--- config.mk ---
export PLATFORM = sky130hd
export DESIGN_NAME = cache_refill_ctrl
export DESIGN_NICKNAME = d
export VERILOG_FILES = /design/src/rtl/cache_pkg.sv /design/src/rtl/sat_counter.sv /design/src/rtl/cache_refill_ctrl.sv
export SDC_FILE = /design/constraint.sdc
export NUM_CORES = 1
export LEC_CHECK = 0
export BUFFER_PORTS_ARGS = -buffer_cell sky130_fd_sc_hd__buf_2
export CAP_MARGIN = 20
export CORE_AREA = 2 2 192 194
export DETAILED_ROUTE_END_ITERATION = 10
export DIE_AREA = 0 0 194 196
export RECOVER_POWER = 50
export SYNTH_ARGS = -nofsm -noshare
export SYNTH_HDL_FRONTEND = slang
export SYNTH_SLANG_ARGS = --single-unit
--- constraint.sdc ---
create_clock -name clk -period 17.4 [get_ports clk]
set_clock_uncertainty 0.05 [all_clocks]
set_input_delay 1.74 -clock clk [delete_from_list [all_inputs] [get_ports clk]]
set_output_delay 1.74 -clock clk [all_outputs]
set_load 0.02 [all_outputs]
--- src/rtl/cache_pkg.sv ---
// -----------------------------------------------------------------------------
// cache_pkg
//   Shared constants, FSM state encoding and the line-to-word selector used by
//   cache_refill_ctrl.
//   ADDR_W : word address width (addr[1:0] selects the word within a line)
//   LINE_W : cache line width (four words)
//   WORD_W : returned word width
//   CNT_W  : default statistics counter width
// -----------------------------------------------------------------------------
package cache_pkg;

   localparam int unsigned ADDR_W = 15;
   localparam int unsigned LINE_W = 128;
   localparam int unsigned WORD_W = 32;
   localparam int unsigned CNT_W  = 16;

   typedef enum logic [2:0] {
      IDLE,
      LOOKUP,
      MEM_WAIT,
      FILL,
      RESP
   } state_e;

   // Picks word sel out of a four-word line; word 0 lives in the low bits.
   function automatic logic [WORD_W-1:0] word_select(
      input logic [LINE_W-1:0] line,
      input logic [1:0]        sel
   );
      logic [WORD_W-1:0] w;
      w = '0;
      case (sel)
         2'd0: w = line[0*WORD_W +: WORD_W];
         2'd1: w = line[1*WORD_W +: WORD_W];
         2'd2: w = line[2*WORD_W +: WORD_W];
         2'd3: w = line[3*WORD_W +: WORD_W];
         default: w = '0;
      endcase
      return w;
   endfunction

endpackage

--- src/rtl/sat_counter.sv ---
// -----------------------------------------------------------------------------
// sat_counter
//   Up-counter that sticks at all-ones instead of wrapping.
//   clk     : rising-edge clock
//   rst     : asynchronous active-high reset (count -> 0)
//   i_inc   : increment request for this cycle
//   o_count : current count
// -----------------------------------------------------------------------------
module sat_counter #(
   parameter int unsigned CNT_W = 16
) (
   input  logic             clk,
   input  logic             rst,
   input  logic             i_inc,
   output logic [CNT_W-1:0] o_count
);

   logic [CNT_W-1:0] r_count;

   always_ff @(posedge clk or posedge rst) begin
      if (rst) begin
         r_count <= '0;
      end else if (i_inc && (r_count != '1)) begin
         r_count <= r_count + 1'b1;
      end
   end

   assign o_count = r_count;

endmodule

--- src/rtl/cache_refill_ctrl.sv ---
// -----------------------------------------------------------------------------
// cache_refill_ctrl
//   Sequences one read at a time between a requester, a direct-mapped cache
//   and a line-wide data memory. Hits return the word straight from the
//   looked-up line; misses fetch the line, write it into the cache, then
//   return the word. Hit and miss totals are kept in saturating counters.
//
//   clk, rst        : clock / asynchronous active-high reset
//   req_valid/ready : request handshake, req_addr captured on accept
//   resp_valid/ready: response handshake, resp_data held while stalled
//   cache_lookup    : one-cycle lookup strobe, cache_addr = captured address
//   cache_hit/rd_line: lookup result, valid the cycle after the strobe
//   cache_wr_en/line: one-cycle refill write of the fetched line
//   mem_rd_req      : level fetch request, held until mem_rd_valid
//   mem_rd_valid/line: fetched line
//   hit_count/miss_count: saturating statistics
// -----------------------------------------------------------------------------
module cache_refill_ctrl
   import cache_pkg::*;
#(
   parameter int unsigned ADDR_W = cache_pkg::ADDR_W,
   parameter int unsigned LINE_W = cache_pkg::LINE_W,
   parameter int unsigned CNT_W  = cache_pkg::CNT_W
) (
   input  logic                      clk,
   input  logic                      rst,
   input  logic                      req_valid,
   input  logic [ADDR_W-1:0]         req_addr,
   output logic                      req_ready,
   output logic                      resp_valid,
   input  logic                      resp_ready,
   output logic [cache_pkg::WORD_W-1:0] resp_data,
   output logic                      cache_lookup,
   output logic [ADDR_W-1:0]         cache_addr,
   input  logic                      cache_hit,
   input  logic [LINE_W-1:0]         cache_rd_line,
   output logic                      cache_wr_en,
   output logic [LINE_W-1:0]         cache_wr_line,
   output logic                      mem_rd_req,
   input  logic                      mem_rd_valid,
   input  logic [LINE_W-1:0]         mem_rd_line,
   output logic [CNT_W-1:0]          hit_count,
   output logic [CNT_W-1:0]          miss_count
);

   state_e              r_state;
   state_e              w_state_nxt;

   // LOOKUP spans two cycles: the strobe cycle, then the cycle in which the
   // cache answers. r_lk_sample marks the second one.
   logic                r_lk_sample;

   logic [ADDR_W-1:0]   r_addr;
   logic [LINE_W-1:0]   r_line;

   logic                r_req_ready;
   logic                r_resp_valid;
   logic                r_cache_lookup;
   logic                r_cache_wr_en;
   logic                r_mem_rd_req;

   logic                w_req_ready_nxt;
   logic                w_resp_valid_nxt;
   logic                w_cache_lookup_nxt;
   logic                w_cache_wr_en_nxt;
   logic                w_mem_rd_req_nxt;

   logic                w_accept;
   logic                w_hit_evt;
   logic                w_miss_evt;
   logic                w_mem_done;

   assign w_accept   = (r_state == IDLE) && req_valid;
   assign w_hit_evt  = (r_state == LOOKUP) && r_lk_sample && cache_hit;
   assign w_miss_evt = (r_state == LOOKUP) && r_lk_sample && !cache_hit;
   assign w_mem_done = (r_state == MEM_WAIT) && mem_rd_valid;

   // State register
   always_ff @(posedge clk or posedge rst) begin
      if (rst) begin
         r_state     <= IDLE;
         r_lk_sample <= 1'b0;
      end else begin
         r_state     <= w_state_nxt;
         r_lk_sample <= (r_state == LOOKUP) && !r_lk_sample;
      end
   end

   // Next-state logic
   always_comb begin
      w_state_nxt = r_state;
      case (r_state)
         IDLE:     if (req_valid)    w_state_nxt = LOOKUP;
         LOOKUP:   if (r_lk_sample)  w_state_nxt = cache_hit ? RESP : MEM_WAIT;
         MEM_WAIT: if (mem_rd_valid) w_state_nxt = FILL;
         FILL:                       w_state_nxt = RESP;
         RESP:     if (resp_ready)   w_state_nxt = IDLE;
         default:                    w_state_nxt = IDLE;
      endcase
   end

   // Output logic: every control output is a flop loaded from the upcoming
   // state, so none of them sees a combinational path from an input.
   always_comb begin
      w_req_ready_nxt    = (w_state_nxt == IDLE);
      w_resp_valid_nxt   = (w_state_nxt == RESP);
      w_cache_lookup_nxt = (r_state == IDLE) && (w_state_nxt == LOOKUP);
      w_cache_wr_en_nxt  = (w_state_nxt == FILL);
      w_mem_rd_req_nxt   = (w_state_nxt == MEM_WAIT);
   end

   always_ff @(posedge clk or posedge rst) begin
      if (rst) begin
         r_req_ready    <= 1'b1;
         r_resp_valid   <= 1'b0;
         r_cache_lookup <= 1'b0;
         r_cache_wr_en  <= 1'b0;
         r_mem_rd_req   <= 1'b0;
      end else begin
         r_req_ready    <= w_req_ready_nxt;
         r_resp_valid   <= w_resp_valid_nxt;
         r_cache_lookup <= w_cache_lookup_nxt;
         r_cache_wr_en  <= w_cache_wr_en_nxt;
         r_mem_rd_req   <= w_mem_rd_req_nxt;
      end
   end

   // Datapath: captured address and the line being returned/written.
   always_ff @(posedge clk or posedge rst) begin
      if (rst) begin
         r_addr <= '0;
         r_line <= '0;
      end else begin
         if (w_accept) begin
            r_addr <= req_addr;
         end
         if (w_hit_evt) begin
            r_line <= cache_rd_line;
         end else if (w_mem_done) begin
            r_line <= mem_rd_line;
         end
      end
   end

   sat_counter #(
      .CNT_W (CNT_W)
   ) u_hit_cnt (
      .clk     (clk),
      .rst     (rst),
      .i_inc   (w_hit_evt),
      .o_count (hit_count)
   );

   sat_counter #(
      .CNT_W (CNT_W)
   ) u_miss_cnt (
      .clk     (clk),
      .rst     (rst),
      .i_inc   (w_miss_evt),
      .o_count (miss_count)
   );

   assign req_ready     = r_req_ready;
   assign resp_valid    = r_resp_valid;
   assign cache_lookup  = r_cache_lookup;
   assign cache_wr_en   = r_cache_wr_en;
   assign mem_rd_req    = r_mem_rd_req;
   assign cache_addr    = r_addr;
   assign cache_wr_line = r_line;
   // Line and address are both frozen from RESP entry until the handshake.
   assign resp_data     = word_select(r_line, r_addr[1:0]);

endmodule

==> impl_metrics.json <==
{
  "die_area_mm2": 0.0380,
  "place_congestion": 0.854,
  "wl_met2_um": 15200,
  "path_clk_slew_ps": 60,
  "synth_top_area_share_pct": 52.7,
  "grt-ovfl-total": 0,
  "final_net_count": 1547,
  "gr-usage-all-layers_pct": 15.8,
  "relSlewSlack_pct": -241,
  "first_pass_iters": 7,
  "ys_ff_latch": 184,
  "synth-simple-area-share_pct": 17.4,
  "root_buffer": "clkbuf_16",
  "antenna_found_initial": 2,
  "wirelength_um": 31100,
  "combinationalPowerShare_pct": 46.8,
  "powerDensity_mw_per_mm2": 187,
  "max-cap-violations": 2,
  "finalNonFillerCells": 1749,
  "critPathKind": "in -> async",
  "p_sw_share_pct": 46.0,
  "p_clk_share_pct": 18.5,
  "setup_tns_ps": 0,
  "yosysSeqAreaShare_pct": 53.0,
  "cts_tree": "built",
  "grt_pass1_vias": 7911,
  "synth-xor-area-share_pct": 2.62,
  "postSynth.asyncResetShare_pct": 100,
  "yosysWarnings": 0,
  "worstPathMaxFanout": 112,
  "wirelength_met1_um": 13000,
  "status": "finished, violations left",
  "dp_cells": 1716,
  "synthTopCellsByCount": "nand2_1, dfrtp_1, a22oi_1, buf_2, mux4_2",
  "drt_iter0_drc": 440,
  "synth_fp_nets": 1089,
  "fin_hold_ws_ps": 446,
  "drive_gt1_share_pct": 36.1,
  "synthToLayoutAreaGrowth_pct": 37.5,
  "dr.max_layer_used": "met5",
  "drc_errors": 0,
  "synthFlopType": "dfrtp_1",
  "hold_violations": 0,
  "report.final.slew_viol_count": 168,
  "vias": 8306,
  "initial_core_util_pct": 24.1,
  "cts_sinks": 184,
  "synthesis.area_mm2": 0.00868,
  "p_seq_share_pct": 34.6,
  "p_leak_nw": 5.99,
  "fin_crit_sh_pct": 31.9,
  "fmax_ghz": 0.180,
  "clk_latency_ps": 440,
  "synth_top_family_by_area": "simple AND/OR/NAND/NOR gates",
  "ioPinCount": 489,
  "ctsResizeCount": 0,
  "internal_power_w": 0.00120,
  "synth.most_common_cell": "nand2_1",
  "synth-compound-area-share_pct": 12.7,
  "rsz0062_at_grt": "false",
  "finalSetupViolCount": 0,
  "syn_area_per_cell_um2": 10.7,
  "portBuffers": 488,
  "core-area_mm2": 0.0361,
  "dp_hpwl_um": 23400,
  "worst_slew_pin_slew_ps": 5110,
  "wl_per_cell_um": 17.8,
  "hp-class": "reg -> reg",
  "clock_path_buffers": 2,
  "peakVddDrop_mv": 0.107,
  "switching_power_w": 0.00102,
  "ant_nets": 0,
  "synth_fa_ha_area_share_pct": 0.288,
  "synth_cells": 810,
  "grt_pass1_wl_um": 46200,
  "muxShareOfSynthArea_pct": 10.6,
  "die_y_um": 196,
  "endpoint_kind": "asynchronous set/reset pin",
  "cts_buffers": 17,
  "cp-start-kind": "input port",
  "via_per_inst": 4.75,
  "synthTopCellsByArea": "dfrtp_1, nand2_1, a22oi_1, mux4_2, mux2_2",
  "min_period_ps": 5540,
  "htree_levels": 4,
  "die_w_um": 194,
  "violations": "capacitance limit, slew limit",
  "grt_max_degree": 113,
  "cp_data_required_time_ps": 17790,
  "ctsHoldBuffers": 0,
  "antenna_cells": 0,
  "ys_types": 46,
  "dr_wl_met3_um": 2060,
  "worstPathArrival_ps": 5930,
  "row_count": 70,
  "post_cts.repair.setup_buffers": 0,
  "synth_largest_area_cell": "dfrtp_1",
  "synth-edff-count": 0
}
==> metal layers <==
metal / vias up / global-route usage (%)
li1: 3824 / -
met1: 4044 / 19.5
met2: 391 / 26.3
met3: 43 / 4.04
met4: 4 / 6.71
met5: - / 0
==> power by group through the flow <==
| stage | Clock (W) | Combinational, W | Sequential (W) |
|---|---|---|---|
| 3_5_place_dp | 0 | 0.00109 | 0.000775 |
| 2_1_floorplan | 0 | 0.000516 | 0.000920 |
| 4_1_cts | 0.000427 | 0.00109 | 0.000770 |
| 5_1_grt | 0.000447 | 0.00112 | 0.000797 |
| 3_3_place_gp | 0 | 0.00108 | 0.000772 |
| 6_report | 0.000412 | 0.00104 | 0.000771 |
==> cell families after synthesis <==
family,after synthesis
AND/OR/NAND/NOR,340
flip-flops,184
AO/OA/AOI/OAI,146
buffers and inverters,62
multiplexers,50
XOR/XNOR,26
adder cells (fa/ha/maj),2
==> per-stage QoR <==
step	total power (W)	cell area (um2)	util [%]	setup WS (ps)
2_1_floorplan	0.00144	8680	-	10610
3_3_place_gp	0.00185	11500	31.9	13260
3_5_place_dp	0.00187	11500	31.9	13200
4_1_cts	0.00229	12100	33.7	13210
5_1_grt	0.00237	11900	33.1	10950
6_report	0.00223	11900	33.1	11860
==> final timing paths <==
check	startpoint	to	slack, ps	depth (start not counted)
worst max register to register	r_state[2]	cache_wr_line[66]	12910	5
max in group clk	cache_hit	cache_wr_line[66]	12050	5
worst max-delay path	rst	cache_wr_line[84]	11860	3
worst min-delay path	cache_wr_line[82]	cache_wr_line[82]	450	2
min in group asynchronous	rst	cache_wr_line[119]	2800	2
worst min register to register	cache_wr_line[82]	cache_wr_line[82]	450	2
==> placed cells by master (no fill, tap or decap), types with 3 or more instances in the layout <==
master      Yosys  layout
nand2_1       268     268
a211oi_1        5       6
inv_1           5       4
and3_1          5       5
a21oi_1         3       3
a22oi_1       128     128
nor3_1         11      11
or3_1           2       3
inv_8           0       4
mux4_2         32      32
clkbuf_16       0      17
buf_4           2       7
bufinv_16       0       3
nor4_1          4       6
nand3_1        15      15
xor2_1         19      19
xnor2_1         7       7
clkbuf_1       19     127
nand4_1         9       9
nand2b_1        3       3
dfrtp_1       183     181
clkinvlp_4      0       5
nor4b_1         2       3
mux2_2         18      18
buf_2          35     362
nor2_1          5       5
==> flip-flops by register name (all words and copies together) (netlist names) <==
register,cells
cache_wr_line,128
cache_wr_en,1
cache_lookup,1
req_ready,1
u_hit_cnt.o_count,16
r_lk_sample,1
mem_rd_req,1
r_state,3
resp_valid,1
u_miss_cnt.o_count,16
cache_addr,15
==> layout make-up <==
type,count,area (um2)
clock buffer,17,425
tap,468,586
multi-input combinational,564,3760
inverter,5,20.0
sequential,184,4610
fill,3828,24100
timing repair buffer,496,2340
clock inverter,15,191
==> worst max-delay path, cell delays in order <==
cell	delay [ps]
buf_2	100
clkinvlp_2	2790
buf_4	1090
Note: power is estimated with default switching activity, not from simulation.
